===== src/rtl/mem_arb_pkg.sv =====
// Shared types for the byte-wide SRAM arbiter: FSM encoding, access size
// codes and requester identifiers.
package mem_arb_pkg;

   typedef enum logic [1:0] {
      ST_IDLE    = 2'd0,
      ST_ACCESS  = 2'd1,
      ST_RECOVER = 2'd2,
      ST_DONE    = 2'd3
   } state_t;

   localparam logic [1:0] SIZE_BYTE = 2'b00;
   localparam logic [1:0] SIZE_HALF = 2'b01;
   localparam logic [1:0] SIZE_WORD = 2'b10;

   localparam logic REQ_IF = 1'b0;
   localparam logic REQ_LS = 1'b1;

   function automatic logic [2:0] byte_count(input logic [1:0] size);
      case (size)
         SIZE_BYTE: return 3'd1;
         SIZE_HALF: return 3'd2;
         default:   return 3'd4;
      endcase
   endfunction

endpackage


===== src/rtl/mem_arbiter_if.sv =====
// Requester and SRAM signal bundle for mem_arbiter; the arbiter takes the
// slave view, requesters and the SRAM model take the master view.
interface mem_arbiter_if;

   logic        if_req_i;
   logic [31:0] if_addr_i;
   logic [31:0] if_rdata_o;
   logic        if_ack_o;

   logic        ls_req_i;
   logic        ls_we_i;
   logic [1:0]  ls_size_i;
   logic [31:0] ls_addr_i;
   logic [31:0] ls_wdata_i;
   logic [31:0] ls_rdata_o;
   logic        ls_ack_o;

   logic        ram_ce_no;
   logic        ram_we_no;
   logic        ram_oe_no;
   logic [31:0] ram_addr_o;
   logic [7:0]  ram_wdata_o;
   logic        ram_wdata_oe_o;
   logic [7:0]  ram_rdata_i;

   modport slave (
      input  if_req_i, if_addr_i,
      input  ls_req_i, ls_we_i, ls_size_i, ls_addr_i, ls_wdata_i,
      input  ram_rdata_i,
      output if_rdata_o, if_ack_o, ls_rdata_o, ls_ack_o,
      output ram_ce_no, ram_we_no, ram_oe_no, ram_addr_o, ram_wdata_o, ram_wdata_oe_o
   );

   modport master (
      output if_req_i, if_addr_i,
      output ls_req_i, ls_we_i, ls_size_i, ls_addr_i, ls_wdata_i,
      output ram_rdata_i,
      input  if_rdata_o, if_ack_o, ls_rdata_o, ls_ack_o,
      input  ram_ce_no, ram_we_no, ram_oe_no, ram_addr_o, ram_wdata_o, ram_wdata_oe_o
   );

endinterface


===== src/rtl/mem_arb_byte_seq.sv =====
// Strobe timing for one byte access: ACCESS stretched by RAM_WAIT cycles
// via a down-counter, then the RECOVER cycle with only chip enable low.
module mem_arb_byte_seq
   import mem_arb_pkg::*;
#(
   parameter int RAM_WAIT = 0
) (
   input  logic   clk_i,
   input  logic   rst_i,
   input  state_t state,
   input  logic   we,
   output logic   ram_ce_no,
   output logic   ram_we_no,
   output logic   ram_oe_no,
   output logic   access_last
);

   logic [1:0] wait_q;

   // Reloaded whenever not in ACCESS, so every byte starts a fresh count.
   always_ff @(posedge clk_i) begin
      if (rst_i || state != ST_ACCESS) begin
         wait_q <= 2'(RAM_WAIT);
      end else if (wait_q != 2'd0) begin
         wait_q <= wait_q - 2'd1;
      end
   end

   assign access_last = (state == ST_ACCESS) && (wait_q == 2'd0);

   assign ram_ce_no = !((state == ST_ACCESS) || (state == ST_RECOVER));
   assign ram_oe_no = !((state == ST_ACCESS) && !we);
   assign ram_we_no = !((state == ST_ACCESS) && we);

endmodule


===== src/rtl/mem_arbiter.sv =====
// Arbitrates instruction fetch and load/store onto a byte-wide SRAM.
// Define MEM_ARB_RR_EN for round-robin on contention; default is fixed ls priority.
//
// state   | meaning
// IDLE    | waiting for a request while boot_i is low
// ACCESS  | byte k strobed (1+RAM_WAIT cycles), read byte captured on last cycle
// RECOVER | ce held, we/oe released; advance k or finish
// DONE    | single-cycle ack to the granted requester
module mem_arbiter
   import mem_arb_pkg::*;
#(
   parameter int RAM_WAIT = 0
) (
   input  logic         clk_i,
   input  logic         rst_i,
   input  logic         boot_i,
   mem_arbiter_if.slave bus
);

   state_t      state_q, state_d;
   logic        gnt_id_q;
   logic        pick_id;
   logic        grant;
   logic        access_last;
   logic        last_byte;
   logic        active;
   logic        we_q;
   logic [2:0]  n_q;
   logic [1:0]  k_q;
   logic [31:0] addr_q;
   logic [31:0] wdata_q;
   logic [31:0] result_q;
   logic [31:0] if_rdata_q;
   logic [31:0] ls_rdata_q;

   assign grant     = (state_q == ST_IDLE) && !boot_i && (bus.if_req_i || bus.ls_req_i);
   assign last_byte = (({1'b0, k_q} + 3'd1) == n_q);
   assign active    = (state_q == ST_ACCESS) || (state_q == ST_RECOVER);

`ifdef MEM_ARB_RR_EN
   logic prio_ls_q;

   // Priority passes to whichever requester was not granted last.
   always_ff @(posedge clk_i) begin
      if (rst_i) begin
         prio_ls_q <= 1'b1;
      end else if (grant) begin
         prio_ls_q <= (pick_id != REQ_LS);
      end
   end

   assign pick_id = (bus.ls_req_i && (!bus.if_req_i || prio_ls_q)) ? REQ_LS : REQ_IF;
`else
   assign pick_id = bus.ls_req_i ? REQ_LS : REQ_IF;
`endif

   mem_arb_byte_seq #(
      .RAM_WAIT(RAM_WAIT)
   ) u_byte_seq (
      .clk_i      (clk_i),
      .rst_i      (rst_i),
      .state      (state_q),
      .we         (we_q),
      .ram_ce_no  (bus.ram_ce_no),
      .ram_we_no  (bus.ram_we_no),
      .ram_oe_no  (bus.ram_oe_no),
      .access_last(access_last)
   );

   always_ff @(posedge clk_i) begin
      if (rst_i) begin
         state_q <= ST_IDLE;
      end else begin
         state_q <= state_d;
      end
   end

   always_comb begin
      state_d            = state_q;
      bus.if_ack_o       = 1'b0;
      bus.ls_ack_o       = 1'b0;
      bus.ram_addr_o     = '0;
      bus.ram_wdata_o    = '0;
      bus.ram_wdata_oe_o = 1'b0;
      unique case (state_q)
         ST_IDLE: begin
            if (grant) state_d = ST_ACCESS;
         end
         ST_ACCESS: begin
            if (access_last) state_d = ST_RECOVER;
         end
         ST_RECOVER: begin
            state_d = last_byte ? ST_DONE : ST_ACCESS;
         end
         ST_DONE: begin
            state_d      = ST_IDLE;
            bus.if_ack_o = (gnt_id_q == REQ_IF);
            bus.ls_ack_o = (gnt_id_q == REQ_LS);
         end
         default: state_d = ST_IDLE;
      endcase
      // Address and write data stay put through RECOVER for SRAM hold time.
      if (active) begin
         bus.ram_addr_o = addr_q + {30'd0, k_q};
         if (we_q) begin
            bus.ram_wdata_o    = 8'(wdata_q >> {k_q, 3'b000});
            bus.ram_wdata_oe_o = 1'b1;
         end
      end
   end

   always_ff @(posedge clk_i) begin
      if (rst_i) begin
         gnt_id_q   <= REQ_LS;
         we_q       <= 1'b0;
         n_q        <= 3'd0;
         k_q        <= 2'd0;
         addr_q     <= '0;
         wdata_q    <= '0;
         result_q   <= '0;
         if_rdata_q <= '0;
         ls_rdata_q <= '0;
      end else begin
         if (grant) begin
            gnt_id_q <= pick_id;
            addr_q   <= (pick_id == REQ_LS) ? bus.ls_addr_i : bus.if_addr_i;
            we_q     <= (pick_id == REQ_LS) && bus.ls_we_i;
            n_q      <= (pick_id == REQ_LS) ? byte_count(bus.ls_size_i) : 3'd4;
            wdata_q  <= bus.ls_wdata_i;
            k_q      <= 2'd0;
            result_q <= '0;
         end
         if (access_last && !we_q) begin
            result_q[{k_q, 3'b000} +: 8] <= bus.ram_rdata_i;
         end
         if (state_q == ST_RECOVER) begin
            k_q <= k_q + 2'd1;
            // Writes leave the requester's last read value untouched.
            if (last_byte && !we_q) begin
               if (gnt_id_q == REQ_LS) ls_rdata_q <= result_q;
               else                    if_rdata_q <= result_q;
            end
         end
      end
   end

   assign bus.if_rdata_o = if_rdata_q;
   assign bus.ls_rdata_o = ls_rdata_q;

endmodule


===== src/flat_wrapper.sv =====
// flat-port wrapper written by rule: the top's interface ports become plain ports
module mem_arbiter_flat import mem_arb_pkg::*;
#(
   parameter int RAM_WAIT = 0
)
  (clk_i, rst_i, boot_i, bus_if_req_i, bus_if_addr_i, bus_ls_req_i, bus_ls_we_i, bus_ls_size_i, bus_ls_addr_i, bus_ls_wdata_i, bus_ram_rdata_i, bus_if_rdata_o, bus_if_ack_o, bus_ls_rdata_o, bus_ls_ack_o, bus_ram_ce_no, bus_ram_we_no, bus_ram_oe_no, bus_ram_addr_o, bus_ram_wdata_o, bus_ram_wdata_oe_o);
  mem_arbiter_if bus_i ();
  input  logic clk_i;
  input  logic rst_i;
  input  logic boot_i;
  input wire logic [$bits(bus_i.if_req_i)-1:0] bus_if_req_i;
  input wire logic [$bits(bus_i.if_addr_i)-1:0] bus_if_addr_i;
  input wire logic [$bits(bus_i.ls_req_i)-1:0] bus_ls_req_i;
  input wire logic [$bits(bus_i.ls_we_i)-1:0] bus_ls_we_i;
  input wire logic [$bits(bus_i.ls_size_i)-1:0] bus_ls_size_i;
  input wire logic [$bits(bus_i.ls_addr_i)-1:0] bus_ls_addr_i;
  input wire logic [$bits(bus_i.ls_wdata_i)-1:0] bus_ls_wdata_i;
  input wire logic [$bits(bus_i.ram_rdata_i)-1:0] bus_ram_rdata_i;
  output wire logic [$bits(bus_i.if_rdata_o)-1:0] bus_if_rdata_o;
  output wire logic [$bits(bus_i.if_ack_o)-1:0] bus_if_ack_o;
  output wire logic [$bits(bus_i.ls_rdata_o)-1:0] bus_ls_rdata_o;
  output wire logic [$bits(bus_i.ls_ack_o)-1:0] bus_ls_ack_o;
  output wire logic [$bits(bus_i.ram_ce_no)-1:0] bus_ram_ce_no;
  output wire logic [$bits(bus_i.ram_we_no)-1:0] bus_ram_we_no;
  output wire logic [$bits(bus_i.ram_oe_no)-1:0] bus_ram_oe_no;
  output wire logic [$bits(bus_i.ram_addr_o)-1:0] bus_ram_addr_o;
  output wire logic [$bits(bus_i.ram_wdata_o)-1:0] bus_ram_wdata_o;
  output wire logic [$bits(bus_i.ram_wdata_oe_o)-1:0] bus_ram_wdata_oe_o;
  assign bus_i.if_req_i = bus_if_req_i;
  assign bus_i.if_addr_i = bus_if_addr_i;
  assign bus_i.ls_req_i = bus_ls_req_i;
  assign bus_i.ls_we_i = bus_ls_we_i;
  assign bus_i.ls_size_i = bus_ls_size_i;
  assign bus_i.ls_addr_i = bus_ls_addr_i;
  assign bus_i.ls_wdata_i = bus_ls_wdata_i;
  assign bus_i.ram_rdata_i = bus_ram_rdata_i;
  assign bus_if_rdata_o = bus_i.if_rdata_o;
  assign bus_if_ack_o = bus_i.if_ack_o;
  assign bus_ls_rdata_o = bus_i.ls_rdata_o;
  assign bus_ls_ack_o = bus_i.ls_ack_o;
  assign bus_ram_ce_no = bus_i.ram_ce_no;
  assign bus_ram_we_no = bus_i.ram_we_no;
  assign bus_ram_oe_no = bus_i.ram_oe_no;
  assign bus_ram_addr_o = bus_i.ram_addr_o;
  assign bus_ram_wdata_o = bus_i.ram_wdata_o;
  assign bus_ram_wdata_oe_o = bus_i.ram_wdata_oe_o;
  mem_arbiter #(.RAM_WAIT(RAM_WAIT)) u_core (.clk_i(clk_i), .rst_i(rst_i), .boot_i(boot_i), .bus(bus_i));
endmodule

===== config.mk =====
export PLATFORM = sky130hd
export DESIGN_NAME = mem_arbiter_flat
export DESIGN_NICKNAME = d
export VERILOG_FILES = /design/src/rtl/mem_arb_pkg.sv /design/src/rtl/mem_arbiter_if.sv /design/src/rtl/mem_arb_byte_seq.sv /design/src/rtl/mem_arbiter.sv /design/src/flat_wrapper.sv
export SDC_FILE = /design/constraint.sdc
export NUM_CORES = 1
export LEC_CHECK = 0
export BUFFER_PORTS_ARGS = -buffer_cell sky130_fd_sc_hd__clkbuf_2
export CAP_MARGIN = 20
export CORE_MARGIN = 3
export CORE_UTILIZATION = 40
export CTS_CLUSTER_SIZE = 12
export DETAILED_ROUTE_END_ITERATION = 7
export HOLD_SLACK_MARGIN = 0.05
export PLACE_DENSITY = 0.64
export SETUP_SLACK_MARGIN = 0.2
export SLEW_MARGIN = 15
export SYNTH_ARGS = -nofsm -noshare
export SYNTH_HDL_FRONTEND = slang
export SYNTH_HIERARCHICAL = 1
export SYNTH_SLANG_ARGS = --single-unit

===== constraint.sdc =====
create_clock -name clk_i -period 3.8 [get_ports clk_i]
set_input_delay 1.14 -clock clk_i [delete_from_list [all_inputs] [get_ports clk_i]]
set_output_delay 1.14 -clock clk_i [all_outputs]
set_load 0.1 [all_outputs]

==> reports/results.ini <==
[sta]
fin_ws_ns=-0.01362
finalClockSkew_ns=0.007321
worst_hold_slack_ns=0.4546
finalSetupViolations=1
hold_viol=0
fin_crit_sh=1.004
worst_slew_pin_slew_ns=1.021
period_needed_ns=3.814
fmax_ghz=0.2622
drv_slew=0
rsz0062_at_grt=yes
slew-limit-headroom=0.3139

[route]
vias=7056
viasPerCell=5.109
ant_nets=0
firstDrtPassIters=5
drtIter0Drc=361
wl_mm=21.80
wl_per_cell_um=15.79
drc_errors=0

[worst_setup_path]
arrival_ns=2.67
r2r_start=u_core/k_q[0]
startpoint=u_core/addr_q[0]
worstSetupPathType=flip-flop to output pin
crit_path_start_kind=flip-flop
required_ns=2.66
crit_path_end_kind=output pin
cp_max_fo=8

[die]
core_mm2=0.01959
num_io_pins=222
initial_core_util=0.4091
num_rows=51
die_w_um=147.6
dieArea_mm2=0.02177
fp.dieH_um=147.6

[power_and_ir_drop]
p_seq_frac=0.354
p_leak_uw=0.004442
swShare=0.4052
p_int_uw=3630
p_clk_frac=0.276
p_sw_uw=2473
vdd_drop_max_mv=0.3346
cellPowerDensity_mw_per_mm2=554.3
power_frac_comb=0.370

[final_layout]
design_area_mm2=0.01101
drive_gt1_frac=0.3453
area_growth_pct=37.36
layout_commonest_cell=clkbuf_2
final_cell_mix=185 x clkbuf_2, 154 x dfxtp_1, 103 x nand2b_1
num-nets-final=1230
finish.utilization=0.5620

[hold_path]
hp-class=flip-flop to flip-flop
min_from=u_core/wdata_q[22]

[clock_tree]
cts_tree=built
cts.path.max_buffers=2
cts-root-buf=clkbuf_16
cts.sinks=171
clk_pin_slew_worst_paths_ns=0.07
clkLatencyLatePin_ns=0.42
htree_num_levels=4
cts_buffers=17

[global_routing]
grt_max_degree=74
grt_usage=0.1990
grt_pass1_vias=6908
antenna_found_initial=2
grt_first_pass_wirelength_mm=35.40
grt_overflow_total=0

[placed_design]
hpwlAfterDp_mm=15.05
portBuffers=221
place.gp.congestion=0.7790
placedInstanceArea_mm2=0.009978

[yosys]
ys_seq_area_frac=0.4271
synthFlopType=dfxtp_1
synthesis.nets=1009
netlist_area_mm2=0.008015
postSynth.asyncResetShare=0
ys_warn_count=6
synth_cell_types=46
syn_area_per_cell_um2=9.098
synth_seq_cells=171
netlist_instances=881
synth_edf_count=0

[outcome]
outcome=complete, but fails checks
failed_checks=setup timing

[flow_run]
drv_cap=0

## cells in the mapped netlist, drive strengths merged, types with 7 or more instances
cell type,number,area (um2)
and2,13,81.33
mux4,8,180.2
clkbuf,41,153.9
o31ai,10,75.07
nand3,7,35.03
a22oi,38,285.3
o21ai,7,35.03
a211oi,33,252.7
nand2b,103,644.4
or4,14,105.1
xnor2,7,61.31
a21oi,52,260.3
buf,20,95.09
nand2,80,300.3
or3,10,62.56
xor2,8,70.07
dfxtp,171,3423
inv,14,52.55
mux2i,98,980.9
ha,15,187.7
nand4,9,62.56
nor2,85,319.1
## area by class of cell
type	instances	area [um2]
well taps	265	331.6
inverters	14	55.05
clock inverters	12	113.9
fillers	1801	8581
clock buffers	20	456.7
flip-flops and latches	171	3465
repair buffers	262	1852
diodes	1	2.502
multi-input cells	636	4733
## cell families (layout without fill, tap and decap cells)
| kind of cell | after synthesis | in the layout | share of synthesized area |
|---|---|---|---|
| flops | 171 | 171 | 0.4271 |
| other cells | 0 | 1 | 0 |
| xor+xnor | 15 | 15 | 0.01639 |
| mux | 106 | 106 | 0.1449 |
| buf+inv | 75 | 308 | 0.03762 |
| fa+ha+maj | 16 | 16 | 0.02591 |
| compound gates | 148 | 148 | 0.1218 |
| simple gates | 350 | 351 | 0.2264 |
## path summary, 6_finish.rpt
check | endpoint | depth (start not counted) | slack, ns
hold / removal | u_core/wdata_q[22] | 2 | 0.45
setup / recovery | bus_ram_addr_o[24] | 8 | -0.01
setup reg to reg | u_core/bus.if_rdata_o[6] | 8 | 1.15
hold reg to reg | u_core/wdata_q[22] | 2 | 0.45
## critical path, cell delays in order (launching register included)
cell and delay, ns:
dfxtp_2 0.35, ha_4 0.14, inv_2 0.03, fa_2 0.37, buf_6 0.14, or3_4 0.40
or4_4 0.45, a21oi_4 0.18, buf_12 0.18
## power by group through the flow
| stage | Clock [uW] | Sequential (uW) | Combinational, uW |
|---|---|---|---|
| 3_5_place_dp | 0 | 2170 | 2200 |
| 5_1_grt | 1790 | 2180 | 2420 |
| 6_report | 1690 | 2160 | 2260 |
| 3_3_place_gp | 0 | 2170 | 2180 |
| 4_1_cts | 1720 | 2150 | 2250 |
| 2_1_floorplan | 0 | 2130 | 1620 |
## metrics by stage
step           power (uW)  setup slack [ns]  std cells  setup TNS (ns)
2_1_floorplan        3748           -0.1204        881         -0.2408
3_3_place_gp         4350            0.2395       1323               0
3_5_place_dp         4370            0.1852       1323               0
4_1_cts              6119          -0.02536       1375        -0.02536
5_1_grt              6396          -0.08188       1380         -0.2682
6_report             6103          -0.01362       1381        -0.01362
## metal layers
metal	wire, um	share of wire	track usage
met1	9721	0.45	0.2550
met3	1208	0.055	0.04445
met4	349	0.016	0.05778
met5	27	0.0012	0
met2	10490	0.48	0.3377
## what timing repair did
item	in CTS	in global routing
hold buffers	0	0
pin swaps	12	11
cloned	2	0
gates resized for setup	48	32
buffers inserted	18	5
endpoints found under the setup margin	32	39
## state kept, by name, summed over array words and instances (netlist names), 3 cells and up
name,cells
u_core/bus.if_rdata_o,32
u_core/wdata_q,32
u_core/n_q,3
u_core/result_q,32
u_core/bus.ls_rdata_o,32
u_core/addr_q,32
Note: power is estimated with default switching activity, not from simulation.
